--- config.mk ---
export PLATFORM = sky130hd
export DESIGN_NAME = alu_issue_stage
export DESIGN_NICKNAME = d
export VERILOG_FILES = /design/src/rtl/alu_issue_stage.sv
export SDC_FILE = /design/constraint.sdc
export NUM_CORES = 1
export LEC_CHECK = 0
export CORE_MARGIN = 2
export CORE_UTILIZATION = 40
export DETAILED_ROUTE_END_ITERATION = 10
export GPL_TIMING_DRIVEN = 0
export PLACE_DENSITY = 0.84
export SLEW_MARGIN = 20
export SYNTH_ARGS = -nofsm -noshare
export SYNTH_HDL_FRONTEND = slang
export SYNTH_SLANG_ARGS = --single-unit
export TNS_END_PERCENT = 5
--- constraint.sdc ---
create_clock -name clk -period 1.9 [get_ports clk]
set_input_delay 0.285 -clock clk [delete_from_list [all_inputs] [get_ports clk]]
set_output_delay 0.285 -clock clk [all_outputs]
set_load 0.02 [all_outputs]
--- src/rtl/alu_issue_stage.sv ---
// rtl/alu_issue_stage.sv - RV32I ALU decode and operand issue stage; ALU_ISSUE_CNT_EN adds issue_count
module alu_issue_stage #(
    parameter int XLEN = 32
) (
    input  logic            clk,
    input  logic            rst_n,
    input  logic            flush,
    input  logic            in_valid,
    output logic            in_ready,
    input  logic [31:0]     instr,
    input  logic [XLEN-1:0] pc,
    input  logic [XLEN-1:0] rs1_data,
    input  logic [XLEN-1:0] rs2_data,
    output logic            out_valid,
    input  logic            out_ready,
    output logic [3:0]      alu_control,
    output logic [XLEN-1:0] X,
    output logic [XLEN-1:0] Y,
    output logic [4:0]      rd,
    output logic            reg_write,
    output logic            illegal
`ifdef ALU_ISSUE_CNT_EN
    ,
    output logic [31:0]     issue_count
`endif
);

    localparam logic [6:0] OPC_OP     = 7'b0110011;
    localparam logic [6:0] OPC_OP_IMM = 7'b0010011;
    localparam logic [6:0] OPC_LUI    = 7'b0110111;
    localparam logic [6:0] OPC_AUIPC  = 7'b0010111;

    localparam logic [6:0] F7_BASE = 7'b0000000;
    localparam logic [6:0] F7_ALT  = 7'b0100000;

    localparam logic [3:0] ALU_ADD  = 4'b0000;
    localparam logic [3:0] ALU_SUB  = 4'b0001;
    localparam logic [3:0] ALU_SLL  = 4'b0010;
    localparam logic [3:0] ALU_SLT  = 4'b0011;
    localparam logic [3:0] ALU_SLTU = 4'b0100;
    localparam logic [3:0] ALU_XOR  = 4'b0101;
    localparam logic [3:0] ALU_SRL  = 4'b0110;
    localparam logic [3:0] ALU_SRA  = 4'b0111;
    localparam logic [3:0] ALU_OR   = 4'b1000;
    localparam logic [3:0] ALU_AND  = 4'b1001;

    // Instruction fields
    logic [6:0]      opcode;
    logic [2:0]      funct3;
    logic [6:0]      funct7;
    logic [4:0]      rd_field;
    logic [XLEN-1:0] imm_i;
    logic [XLEN-1:0] imm_u;

    assign opcode   = instr[6:0];
    assign rd_field = instr[11:7];
    assign funct3   = instr[14:12];
    assign funct7   = instr[31:25];
    assign imm_i    = {{20{instr[31]}}, instr[31:20]};
    assign imm_u    = {instr[31:12], 12'b0};

    // Decoded (pre-register) entry
    logic            dec_legal;
    logic [3:0]      dec_ctrl;
    logic [XLEN-1:0] dec_x;
    logic [XLEN-1:0] dec_y;
    logic            dec_reg_write;

    // Pipeline register state
    logic            valid_q, valid_d;
    logic [3:0]      ctrl_q, ctrl_d;
    logic [XLEN-1:0] x_q, x_d;
    logic [XLEN-1:0] y_q, y_d;
    logic [4:0]      rd_q, rd_d;
    logic            reg_write_q, reg_write_d;
    logic            illegal_q, illegal_d;

    logic accept;
    logic handoff;

    // funct3 to ALU code for the shared OP/OP-IMM arithmetic group (funct7 = 0)
    function automatic logic [3:0] base_code(input logic [2:0] f3);
        logic [3:0] code;
        case (f3)
            3'b000:  code = ALU_ADD;
            3'b001:  code = ALU_SLL;
            3'b010:  code = ALU_SLT;
            3'b011:  code = ALU_SLTU;
            3'b100:  code = ALU_XOR;
            3'b101:  code = ALU_SRL;
            3'b110:  code = ALU_OR;
            default: code = ALU_AND;
        endcase
        return code;
    endfunction

    // Decode the incoming instruction into ALU code and operands
    always_comb begin
        dec_legal = 1'b0;
        dec_ctrl  = ALU_ADD;
        dec_x     = '0;
        dec_y     = '0;
        case (opcode)
            OPC_OP: begin
                dec_x = rs1_data;
                dec_y = rs2_data;
                if (funct7 == F7_BASE) begin
                    dec_legal = 1'b1;
                    dec_ctrl  = base_code(funct3);
                end else if (funct7 == F7_ALT && funct3 == 3'b000) begin
                    dec_legal = 1'b1;
                    dec_ctrl  = ALU_SUB;
                end else if (funct7 == F7_ALT && funct3 == 3'b101) begin
                    dec_legal = 1'b1;
                    dec_ctrl  = ALU_SRA;
                end
            end
            OPC_OP_IMM: begin
                dec_x = rs1_data;
                dec_y = imm_i;
                case (funct3)
                    3'b001: begin
                        // Shift-immediates borrow the upper immediate bits as funct7
                        dec_legal = (funct7 == F7_BASE);
                        dec_ctrl  = ALU_SLL;
                    end
                    3'b101: begin
                        if (funct7 == F7_BASE) begin
                            dec_legal = 1'b1;
                            dec_ctrl  = ALU_SRL;
                        end else if (funct7 == F7_ALT) begin
                            dec_legal = 1'b1;
                            dec_ctrl  = ALU_SRA;
                        end
                    end
                    default: begin
                        dec_legal = 1'b1;
                        dec_ctrl  = base_code(funct3);
                    end
                endcase
            end
            OPC_LUI: begin
                dec_legal = 1'b1;
                dec_ctrl  = ALU_ADD;
                dec_x     = '0;
                dec_y     = imm_u;
            end
            OPC_AUIPC: begin
                dec_legal = 1'b1;
                dec_ctrl  = ALU_ADD;
                dec_x     = pc;
                dec_y     = imm_u;
            end
            default: begin
                dec_legal = 1'b0;
            end
        endcase
        // Illegal entries present a clean all-zero operation to the ALU
        if (!dec_legal) begin
            dec_ctrl = ALU_ADD;
            dec_x    = '0;
            dec_y    = '0;
        end
        dec_reg_write = dec_legal && (rd_field != 5'd0);
    end

    // Handshake: the slot is free when empty or being drained this cycle
    assign in_ready = !valid_q || out_ready;
    assign accept   = in_valid && in_ready && !flush;
    assign handoff  = valid_q && out_ready;

    // Next-state for the single pipeline slot
    always_comb begin
        valid_d     = valid_q;
        ctrl_d      = ctrl_q;
        x_d         = x_q;
        y_d         = y_q;
        rd_d        = rd_q;
        reg_write_d = reg_write_q;
        illegal_d   = illegal_q;
        if (flush) begin
            valid_d = 1'b0;
        end else if (accept) begin
            valid_d = 1'b1;
        end else if (handoff) begin
            valid_d = 1'b0;
        end
        // Data loads only on accept, so a held entry stays stable
        if (accept) begin
            ctrl_d      = dec_ctrl;
            x_d         = dec_x;
            y_d         = dec_y;
            rd_d        = rd_field;
            reg_write_d = dec_reg_write;
            illegal_d   = !dec_legal;
        end
    end

    // Pipeline slot registers
    always_ff @(posedge clk or negedge rst_n) begin
        if (!rst_n) begin
            valid_q     <= 1'b0;
            ctrl_q      <= ALU_ADD;
            x_q         <= '0;
            y_q         <= '0;
            rd_q        <= 5'd0;
            reg_write_q <= 1'b0;
            illegal_q   <= 1'b0;
        end else begin
            valid_q     <= valid_d;
            ctrl_q      <= ctrl_d;
            x_q         <= x_d;
            y_q         <= y_d;
            rd_q        <= rd_d;
            reg_write_q <= reg_write_d;
            illegal_q   <= illegal_d;
        end
    end

    assign out_valid   = valid_q;
    assign alu_control = ctrl_q;
    assign X           = x_q;
    assign Y           = y_q;
    assign rd          = rd_q;
    assign reg_write   = reg_write_q;
    assign illegal     = illegal_q;

`ifdef ALU_ISSUE_CNT_EN
    logic [31:0] cnt_q, cnt_d;

    // Count legal entries actually handed to the ALU; wraps naturally
    always_comb begin
        cnt_d = cnt_q;
        if (handoff && !illegal_q) begin
            cnt_d = cnt_q + 32'd1;
        end
    end

    // Issue counter register
    always_ff @(posedge clk or negedge rst_n) begin
        if (!rst_n) begin
            cnt_q <= 32'd0;
        end else begin
            cnt_q <= cnt_d;
        end
    end

    assign issue_count = cnt_q;
`endif

endmodule

Word level (Yosys, flattened, before mapping). Index checks and enable logic that the tools add are counted.

Register bits after elaboration: 76. Bits of input ports: 133. Output and inout bits: 77. Word-level logic and storage cells: 58.

Equal/unequal tests: 11. Multiplexer cells: 24. Reduce and logical (&&, ||, !) cells: 16.

Operators by type and width (number): $pmux 32 s3 (1); $mux 32 (2); $pmux 32 s2 (1); $pmux 4 s7 (1); $eq 7x6->1 const B (3); $pmux 4 s5 (1); $pmux 4 s2 (2); $eq 7x5->1 const B (2); $mux 3 (4); $eq 3x3->1 const B (3); $mux 1 (8); $mux 4 (2); $logic_not 7->1 (1); $eq 3x2->1 const B (2); $logic_and 1x1->1 (6); $reduce_bool 5->1 (1); $reduce_or 2->1 (2); $eq 3x1->1 const B (1); $logic_not 1->1 (3); $logic_not 3->1 (1); $pmux 1 s3 (1); $reduce_bool 3->1 (1); $pmux 1 s2 (1); $logic_or 1x1->1 (1).

Logic depth before layout (Yosys ltp). Gate-level depths: netlist of run 1.

Depth after elaboration: 7. Mapped depth: 7. Mapped depth without buffers: 5.

Worst setup path before layout of run 1. OpenSTA, ideal clock, no wires.

Path type: register to register. Start: register valid_q, in the netlist out_valid. End: register x_q[0], in the netlist X[0]. Setup time: 92 ps. Data arrival time: 1668 ps. Data required time: 1808 ps. Slack: 139 ps. Stages on the path, launching flop included: 8. Path buffers: 3. Clock period less this slack: 1761 ps. Cells stage by stage: dfrtp_1 nand2b_1 nand3b_1 buf_2 clkbuf_1 clkbuf_1 nand2_1 o31ai_2.

Cells in the longest elaborated chain, start to end: 4.

RTL lines: start: declaration (line 70) `logic valid_q, valid_d;`; start signal: assignment (line 210) `valid_q <= valid_d;`; $logic_not 1->1 (line 168) `assign in_ready = !valid_q || out_ready;`; $logic_or 1x1->1 (line 168); named net in_ready (line 9) `output logic in_ready,`; $logic_and 1x1->1 (2 in a row) (line 169) `assign accept = in_valid && in_ready && !flush;`; end signal: assignment (line 204) `x_q <= '0;`; end signal: assignment (line 212) `x_q <= x_d;`; end: declaration (line 72) `logic [XLEN-1:0] x_q, x_d;`.

The timed path passes the listed nets, and every way through them passes these cells. A chain may end at the register's enable or synchronous reset.

Worst setup path in the final report of run 1.
Start: input port instr[31]. End: register x_q[16], in the netlist X[16].

Cells in the longest elaborated chain, start to end: 7. Elaborated cells on any way between the ends: 12. Those cells by class: eq/ne: 1; mux: 8; reduce/logical: 3.

RTL lines: start: declaration (line 10) `input logic [31:0] instr,`; $eq 7x6->1 (line 110, 113, 131); $logic_and 1x1->1 (line 113) `end else if (funct7 == F7_ALT && funct3 == 3'b101) begin`; $mux 1 (line 113); $mux 1 (line 110) `end else if (funct7 == F7_ALT && funct3 == 3'b000) begin`; $mux 1 (line 107) `if (funct7 == F7_BASE) begin`; $pmux 1 s3 (*) (line 103) `case (opcode)`; $mux 32 (*) (line 159) `if (!dec_legal) begin`.

Every way passes the cells marked *; elsewhere a longest branch is shown, timed or not.

==> results.md, run 1 <==
- Area grow syn2layout: 60.5%
- Worst IR Drop VDD: 0.376 mV
- Power Dens Cells: 580 nW/um2
- R2r worst-path depth: 7
- DRT Pass-1 Iters: 5
- CTS sink cnt: 76
- Placer Congestion: 0.865
- Slew Viols, Final: 0
- Via density: 5.40
- Largest fanout on the critical path: 10
- DP Area: 6360 um2
- Register area share after synthesis: 46.1%
- Row cnt: 37
- Seq cells post-synth: 76
- Worst setup SP type: input port
- RSZ-0062 raised after global routing: no
- Most common cell after layout, fill and taps aside: clkdlybuf4s50_1
- Final TNS setup: 0 ps
- Switching power: 1010 uW
- Setup ws final: 75.2 ps
- Most frequent cells in the layout: 199 x clkdlybuf4s50_1, 76 x dfrtp_1, 70 x nand2_1, 49 x o31ai_2, 41 x a21oi_1
- Residual DRC: 0
- Final min period: 1820 ps
- CTS tree: built
- Mapped cell area: 4130 um2
- TritonCTS Buffers: 9
- WP depth: 7
- Initial DRC count: 290
- Yosys top cell area share: 46.1%
- R2R Setup Slk: 240 ps
- Seq pwr share: 43.4%
- Synth Area per Inst: 10.0 um2
- Die W: 106 um
- Critical path class: input port to register
- Combinational group share of total power: 21.3%
- Die area: 11200 um2
- Fill count: 818
- Clk buf depth: 2
- Routed len/inst: 17.8 um
- Lkg Pwr: 0.00266 uW
- Crit path DAT: 2030 ps
- Slowest-stage cell, CP: clkdlybuf4s50_1
- Design Area, Final: 6630 um2
- Share of layout cells above drive strength 1: 16.4%
- Power share of the clock group: 35.4%
- Cell-internal power: 2830 uW
- Slew margin rel.: 52.9%
- Syn Nets: 544
- Crit share post-route: 96.0%
- Pin count of the biggest net entering global routing: 44
- Core Region: 10200 um2
- Initial Utilization: 40.5%
- Worst-Margin Slew: 707 ps
- Post-Place Setup Slack: -598 ps
- Chip Height: 106 um
- DRT antenna net count: 0
- Buf/Inv on CP: 2
- Clk_skew: 12.0 ps
- Congestion Overflow GR: 0
- Routed via count: 4165
- Worst-path cell chain: clkdlybuf4s50_1, nor2_4, a31oi_1, o22ai_2, o21ai_4, buf_6, o31ai_2
- Synth area leaders: dfrtp_1 46%, o31ai_2 15%, nand2_1 6.4%
- GR Util All Layers: 24.4%
- Initial antenna violation count: 0
- Hold Fails Final Rpt: 0
- Port Buffer Count: 204
- Maximum clock rate: 0.548 GHz
- Placed insts: 752
- Final WL: 13.7 mm
- Clock Root Buffer: clkbuf_8
- Ys Warns: 0
- Final setup viols: 0
- Vias in the first global route: 4198
- R2r endpoint: Y[15]
- Sw Ratio: 26.2%
- Max-cap check violation count: 0
- Antenna cells: 0
- HPWL Detailed: 10.7 mm
- CP Data Required Time: 2100 ps
- First-pass GRT wire length: 21.2 mm
- CP peak stage delay: 590 ps
- Yosys cell types: 36
- Crit path from: instr[31]
- Largest delay contributor family on the critical path: compound AO/OA/AOI/OAI gates
- I/O pins: 210
- Cells after Synth: 411
- HP Class: input port to register
- Worst r2r src: out_valid
- Clock H-tree levels: 3
- Dominant cell type by area after synthesis: dfrtp_1
- Non-Filler Instances: 771
- Worst skew pair latency: 350 ps
- Reg clk slew, reported paths: 80 ps
- CP endpoint kind: register
- Final net count: 764
- Status: completed
- Crit path to: X[16]
==> cells in the mapped netlist, drive strengths merged <==
cell	n
clkbuf	26
nand4b	1
inv	2
nand2b	5
nor3	1
a22oi	32
mux2	6
nand3	1
o22ai	1
mux2i	11
buf	17
or4	1
a21oi	41
nor4	1
dfrtp	76
o21a	1
clkinv	1
o31ai	67
a21boi	1
xor2	1
a41oi	1
nor2	28
nand3b	1
nor4b	1
o21ai	4
xnor2	2
nand4	1
a31oi	6
nand2	71
nor2b	2
o32a	1
==> layout make-up <==
| type | count | area, um2 | share of cell area [%] |
|---|---|---|---|
| Timing Repair Buffer | 209 | 2090 | 31.5 |
| Tap cell | 136 | 170 | 2.57 |
| Clock inverter | 4 | 73.8 | 1.11 |
| Inverter | 3 | 12.5 | 0.189 |
| Clock buffer | 11 | 141 | 2.13 |
| Multi-Input combinational cell | 289 | 2010 | 30.3 |
| Buffer | 43 | 228 | 3.44 |
| Sequential cell | 76 | 1900 | 28.7 |
==> worst min-delay path by stage <==
| stage | startpoint | to | slack [ps] | depth (start not counted) |
|---|---|---|---|---|
| floorplan | rst_n | X[0] | -10 | 0 |
| global placement | Y[1] | Y[1] | 460 | 2 |
| detailed placement | rst_n | X[27] | 270 | 1 |
| CTS | instr[14] | alu_control[3] | 320 | 3 |
| global route | instr[14] | alu_control[3] | 350 | 3 |
| finish | instr[14] | alu_control[3] | 320 | 3 |
==> kinds of logic after synthesis <==
logic type / after synthesis / share of synthesized area, %
AOI/OAI and AO/OA: 155 / 31.7
and+or+nand+nor: 114 / 11.8
DFF: 76 / 46.1
buffers and inverters: 46 / 5.48
muxes: 17 / 4.30
xor gates and xnor gates: 3 / 0.636
==> power by group through the flow <==
stage | logic (uW) | registers [uW] | clock network, uW
after CTS | 815 | 1670 | 1380
after global placement | 788 | 1700 | 0
after floorplan | 295 | 1740 | 0
final | 817 | 1670 | 1360
after global routing | 881 | 1670 | 1440
after detailed placement | 811 | 1700 | 0
==> state kept, by name, summed over array words and instances, names as in the netlist <==
signal	cells
X	32
Y	32
rd	5
alu_control	4
illegal	1
out_valid	1
reg_write	1
==> per-stage QoR <==
| step | power, uW | utilization [%] | hold slack [ps] |
|---|---|---|---|
| detailed placement | 2510 | 62.4 | 269 |
| floorplan | 2030 | - | -10.6 |
| CTS | 3860 | 64.8 | 316 |
| global route | 3990 | 65.1 | 354 |
| finish | 3840 | 65.1 | 322 |
| global placement | 2480 | 62.3 | 462 |
==> routing by layer <==
metal,vias up,global-route usage [%],share of wire [%]
li1,1939,-,-
met1,1991,29.5,40
met2,211,43.4,52
met3,24,4.14,6.7
met4,0,9.30,1.9
met5,-,0,0
==> worst min-delay path: stages <==
cell	delay, ps
buf_2	150
nand4_1	100
o21ai_0	90
==> repair_timing <==
action                                  in CTS  in global routing
endpoints found under the setup margin      65                 67
setup buffers                                2                  1
pin swaps                                    4                  2
resized for setup                            7                 17
hold endpoints to repair                    33                  0
hold buffers                                 1                  0
Note: power is estimated with default switching activity, not from simulation.
==> run 2: changes to the inputs <==
--- a/config.mk
+++ b/config.mk
@@ -5,10 +5,10 @@
 export SDC_FILE = /design/constraint.sdc
 export NUM_CORES = 1
 export LEC_CHECK = 0
+export ABC_CLOCK_PERIOD_IN_PS = 1900
 export CORE_MARGIN = 2
 export CORE_UTILIZATION = 40
 export DETAILED_ROUTE_END_ITERATION = 10
-export GPL_TIMING_DRIVEN = 0
 export PLACE_DENSITY = 0.84
 export SLEW_MARGIN = 20
 export SYNTH_ARGS = -nofsm -noshare
==> results.md, run 2 (synthesis results as in run 1) <==
- Worst setup SP type: input port
- Clock Root Buffer: clkbuf_8
- Max-cap check violation count: 0
- Maximum clock rate: 0.557 GHz
- Largest fanout on the critical path: 26
- Chip Height: 106 um
- DP Area: 6530 um2
- Crit path DAT: 2020 ps
- Worst-Margin Slew: 492 ps
- Reg clk slew, reported paths: 80 ps
- GR Util All Layers: 22.4%
- Row cnt: 37
- Fill count: 784
- Slew Viols, Final: 0
- CP endpoint kind: register
- Clk_skew: 14.4 ps
- HPWL Detailed: 9.83 mm
- RSZ-0062 raised after global routing: no
- Hold Fails Final Rpt: 0
- Antenna cells: 0
- CP Data Required Time: 2130 ps
- Power share of the clock group: 35.8%
- Lkg Pwr: 0.00277 uW
- Seq pwr share: 42.7%
- Most frequent cells in the layout: 204 x clkdlybuf4s50_1, 76 x dfrtp_1, 70 x nand2_1, 49 x o31ai_2, 41 x a21oi_1
- Die W: 106 um
- Final setup viols: 0
- Initial DRC count: 140
- Most common cell after layout, fill and taps aside: clkdlybuf4s50_1
- Worst skew pair latency: 350 ps
- Switching power: 996 uW
- Design Area, Final: 6780 um2
- Via density: 5.20
- Clock H-tree levels: 3
- Congestion Overflow GR: 0
- Initial Utilization: 40.5%
- Sw Ratio: 25.5%
- Power Dens Cells: 575 nW/um2
- Worst IR Drop VDD: 0.309 mV
- Slew margin rel.: 67.2%
- Port Buffer Count: 209
- Combinational group share of total power: 21.5%
- CTS sink cnt: 76
- Clk buf depth: 2
- I/O pins: 210
- Critical path class: input port to register
- DRT Pass-1 Iters: 6
- Pin count of the biggest net entering global routing: 43
- Placer Congestion: 0.831
- Crit share post-route: 94.4%
- Pwr Total: 3900 uW
- Final min period: 1790 ps
- CTS tree: built
- Routed via count: 3990
- HP Class: input port to register
- Final net count: 761
- Vias in the first global route: 4136
- Residual DRC: 0
- Area grow syn2layout: 64.3%
- Share of layout cells above drive strength 1: 18.5%
- Cell-internal power: 2910 uW
- Routed len/inst: 16.5 um
- Initial antenna violation count: 0
- DRT antenna net count: 0
- Status: completed
- TritonCTS Buffers: 9
- Final WL: 12.7 mm
- First-pass GRT wire length: 19.9 mm
- Core Region: 10200 um2
- Die area: 11200 um2
- Final TNS setup: 0 ps
run 2: changes by cell type in the layout (fill, tap and decap cells not counted), moves of 2 or more:
cell / previous run / this run
clkdlybuf4s50_1: 199 / 204
buf_1: 2 / 0
dlygate4sd2_1: 3 / 0
clkbuf_2: 10 / 0
dlymetal6s2s_1: 1 / 3
clkbuf_1: 19 / 0
buf_4: 4 / 34
buf_2: 7 / 1
buf_12: 1 / 5
buf_6: 6 / 1
run 2: per-stage QoR:
step                      utilization [%]  setup WS, ps  cells  hold slack (ps)
final                                66.6           106    768              423
after global routing                 66.6          34.5    768              474
after CTS                            66.4          5.99    768              416
after detailed placement             64.1          -356    752              280
after global placement               64.1          -262    752              268
after floorplan                         -           139    411            -10.6
run 2: repair_timing:
action	4_1_cts	5_1_grt
setup buffers	0	0
resized for setup	0	6
setup endpoints to repair	0	22
hold buffers	1	0
hold endpoints to repair	37	0
run 2: final cells by class:
| cell class | instances | area (um2) | area share [%] |
|---|---|---|---|
| inverters | 3 | 11.3 | 0.166 |
| flip-flops and latches | 76 | 1900 | 28.0 |
| multi-input cells | 289 | 2010 | 29.7 |
| well taps | 136 | 170 | 2.51 |
| clock inverters | 4 | 72.6 | 1.07 |
| repair buffers | 249 | 2460 | 36.3 |
| clock buffers | 11 | 151 | 2.23 |
run 2: worst paths after layout:
path | startpoint | endpoint | slack [ps] | cells past startpoint
worst max-delay path | instr[25] | illegal | 110 | 7
min in group asynchronous | rst_n | X[23] | 440 | 2
worst max register to register | out_valid | X[21] | 410 | 5
worst min-delay path | instr[5] | alu_control[0] | 420 | 4
worst min register to register | alu_control[2] | alu_control[2] | 480 | 2
max in group asynchronous | rst_n | Y[17] | 860 | 3
run 2: layer usage:
| layer | vias to the layer above | routed length [um] | part of all wire [%] | global-route usage [%] |
|---|---|---|---|---|
| li1 | 1937 | - | - | - |
| met3 | 23 | 753 | 6.0 | 4.76 |
| met1 | 1882 | 5260 | 42 | 26.8 |
| met5 | - | 0 | 0 | 0 |
| met2 | 148 | 6370 | 50 | 40.0 |
| met4 | 0 | 267 | 2.1 | 7.52 |
run 2: power by group through the flow:
| stage | registers (uW) | clock network (uW) | logic (uW) |
|---|---|---|---|
| 4_1_cts | 1670 | 1430 | 844 |
| 5_1_grt | 1670 | 1480 | 907 |
| 3_5_place_dp | 1700 | 0 | 839 |
| 2_1_floorplan | 1740 | 0 | 295 |
| 3_3_place_gp | 1700 | 0 | 820 |
| 6_report | 1670 | 1400 | 839 |
run 2: critical path: stages:
cell	delay (ps)
clkdlybuf4s50_1	470
nor4_4	240
a31oi_2	150
o22ai_2	300
o21ai_4	100
buf_12	190
mux2_2	270
==> run 3: changes to the inputs <==
--- a/config.mk
+++ b/config.mk
@@ -6,10 +6,12 @@
 export NUM_CORES = 1
 export LEC_CHECK = 0
 export ABC_CLOCK_PERIOD_IN_PS = 1900
+export CAP_MARGIN = 20
 export CORE_MARGIN = 2
 export CORE_UTILIZATION = 40
 export DETAILED_ROUTE_END_ITERATION = 10
 export PLACE_DENSITY = 0.84
+export SKIP_CTS_REPAIR_TIMING = 1
 export SLEW_MARGIN = 20
 export SYNTH_ARGS = -nofsm -noshare
 export SYNTH_HDL_FRONTEND = slang
==> results.md, run 3 (synthesis results as in run 1) <==
- Status: completed
- Area grow syn2layout: 64.3%
- Initial Utilization: 40.5%
- GR Util All Layers: 22.4%
- RSZ-0062 raised after global routing: no
- Final min period: 1790 ps
- Pin count of the biggest net entering global routing: 43
- Final TNS setup: 0 ps
- Routed via count: 3989
- R2R Setup Slk: 410 ps
- HP Class: input port to register
- Worst r2r src: out_valid
- I/O pins: 210
- Share of layout cells above drive strength 1: 18.5%
- CTS sink cnt: 76
- Power Dens Cells: 575 nW/um2
- Worst IR Drop VDD: 0.309 mV
- TritonCTS Buffers: 9
- Worst-Margin Slew: 492 ps
- Worst setup SP type: input port
- Die W: 106 um
- CP peak stage delay: 470 ps
- Slowest-stage cell, CP: clkdlybuf4s50_1
- Congestion Overflow GR: 0
- Hold Fails Final Rpt: 0
- Via density: 5.19
- R2r worst-path depth: 5
- Clock H-tree levels: 3
- Worst skew pair latency: 350 ps
- Slew margin rel.: 67.2%
- Maximum clock rate: 0.557 GHz
- Clk buf depth: 2
- Crit path from: instr[25]
- Design Area, Final: 6780 um2
- Clock Root Buffer: clkbuf_8
- Die area: 11200 um2
- Initial DRC count: 136
- R2r endpoint: X[21]
- CP Data Required Time: 2130 ps
- Buf/Inv on CP: 2
- Chip Height: 106 um
- Placer Congestion: 0.831
- Row cnt: 37
- Max-cap check violation count: 0
- CP endpoint kind: register
- CTS tree: built
- DP Area: 6530 um2
- Initial antenna violation count: 0
- Clk_skew: 14.4 ps
- Crit path DAT: 2020 ps
- Lkg Pwr: 0.00277 uW
- Port Buffer Count: 209
- Final WL: 12.7 mm
- Crit path to: illegal
- First-pass GRT wire length: 19.9 mm
- Antenna cells: 0
- Worst-path cell chain: clkdlybuf4s50_1, nor4_4, a31oi_2, o22ai_2, o21ai_4, buf_12, mux2_2
- Final setup viols: 0
- DRT Pass-1 Iters: 6
- Vias in the first global route: 4128
- Core Region: 10200 um2
- Slew Viols, Final: 0
- Fill count: 784
- Most frequent cells in the layout: 204 x clkdlybuf4s50_1, 76 x dfrtp_1, 70 x nand2_1, 49 x o31ai_2, 41 x a21oi_1
- Residual DRC: 0
- Largest fanout on the critical path: 26
- Reg clk slew, reported paths: 80 ps
- Routed len/inst: 16.5 um
- Largest delay contributor family on the critical path: buffers and inverters
- HPWL Detailed: 9.83 mm
- Crit share post-route: 94.4%
- Most common cell after layout, fill and taps aside: clkdlybuf4s50_1
- WP depth: 7
- Critical path class: input port to register
- Final net count: 761
- DRT antenna net count: 0
## run 3: cell counts in the layout (fill, tap and decap cells not counted)
Identical to the previous run, type by type.
## run 3: power by group
part           internal [uW]  leakage [uW]  switching [uW]
combinational            456       0.00161             384
clock                    803      0.000111             595
sequential              1650       0.00104            17.1
total                   2910       0.00277             996
## run 3: worst reg2reg max path, stage by stage, from the launching register on
cell and delay (ps):
dfrtp_1 380, nand2b_1 110, nand3b_1 140, buf_12 210
buf_4 230, o31ai_2 300
## run 3: worst min-delay path by stage
| stage | start | end | slack, ps | cells after the start |
|---|---|---|---|---|
| floorplan | rst_n | X[0] | -10 | 0 |
| global placement | rst_n | X[17] | 270 | 1 |
| detailed placement | rst_n | X[23] | 280 | 1 |
| CTS | rst_n | X[23] | -100 | 1 |
| global route | instr[5] | alu_control[0] | 470 | 4 |
| finish | instr[5] | alu_control[0] | 420 | 4 |
## run 3: through the flow
stage	hold WS [ps]	util [%]	cells	power, uW	setup WS, ps
after global routing	474	66.6	768	4060	34.5
final	423	66.6	768	3900	106
after global placement	268	64.1	752	2520	-262
after detailed placement	280	64.1	752	2540	-356
after CTS	-104	66.3	767	3940	5.99
after floorplan	-10.6	-	411	2030	139
## run 3: final cells by class
type / instances / area [um2] / area share [%]
Timing Repair Buffer: 249 / 2460 / 36.3
Multi-Input combinational cell: 289 / 2010 / 29.7
Clock inverter: 4 / 72.6 / 1.07
Clock buffer: 11 / 151 / 2.23
Tap cell: 136 / 170 / 2.51
Inverter: 3 / 11.3 / 0.166
Sequential cell: 76 / 1900 / 28.0
## run 3: metal layers
layer / global-route usage [%] / up-vias / part of all wire [%]
li1: - / 1937 / -
met1: 26.7 / 1881 / 42
met2: 39.9 / 148 / 50
met3: 4.82 / 23 / 6.0
met4: 7.52 / 0 / 2.1
met5: 0 / - / 0
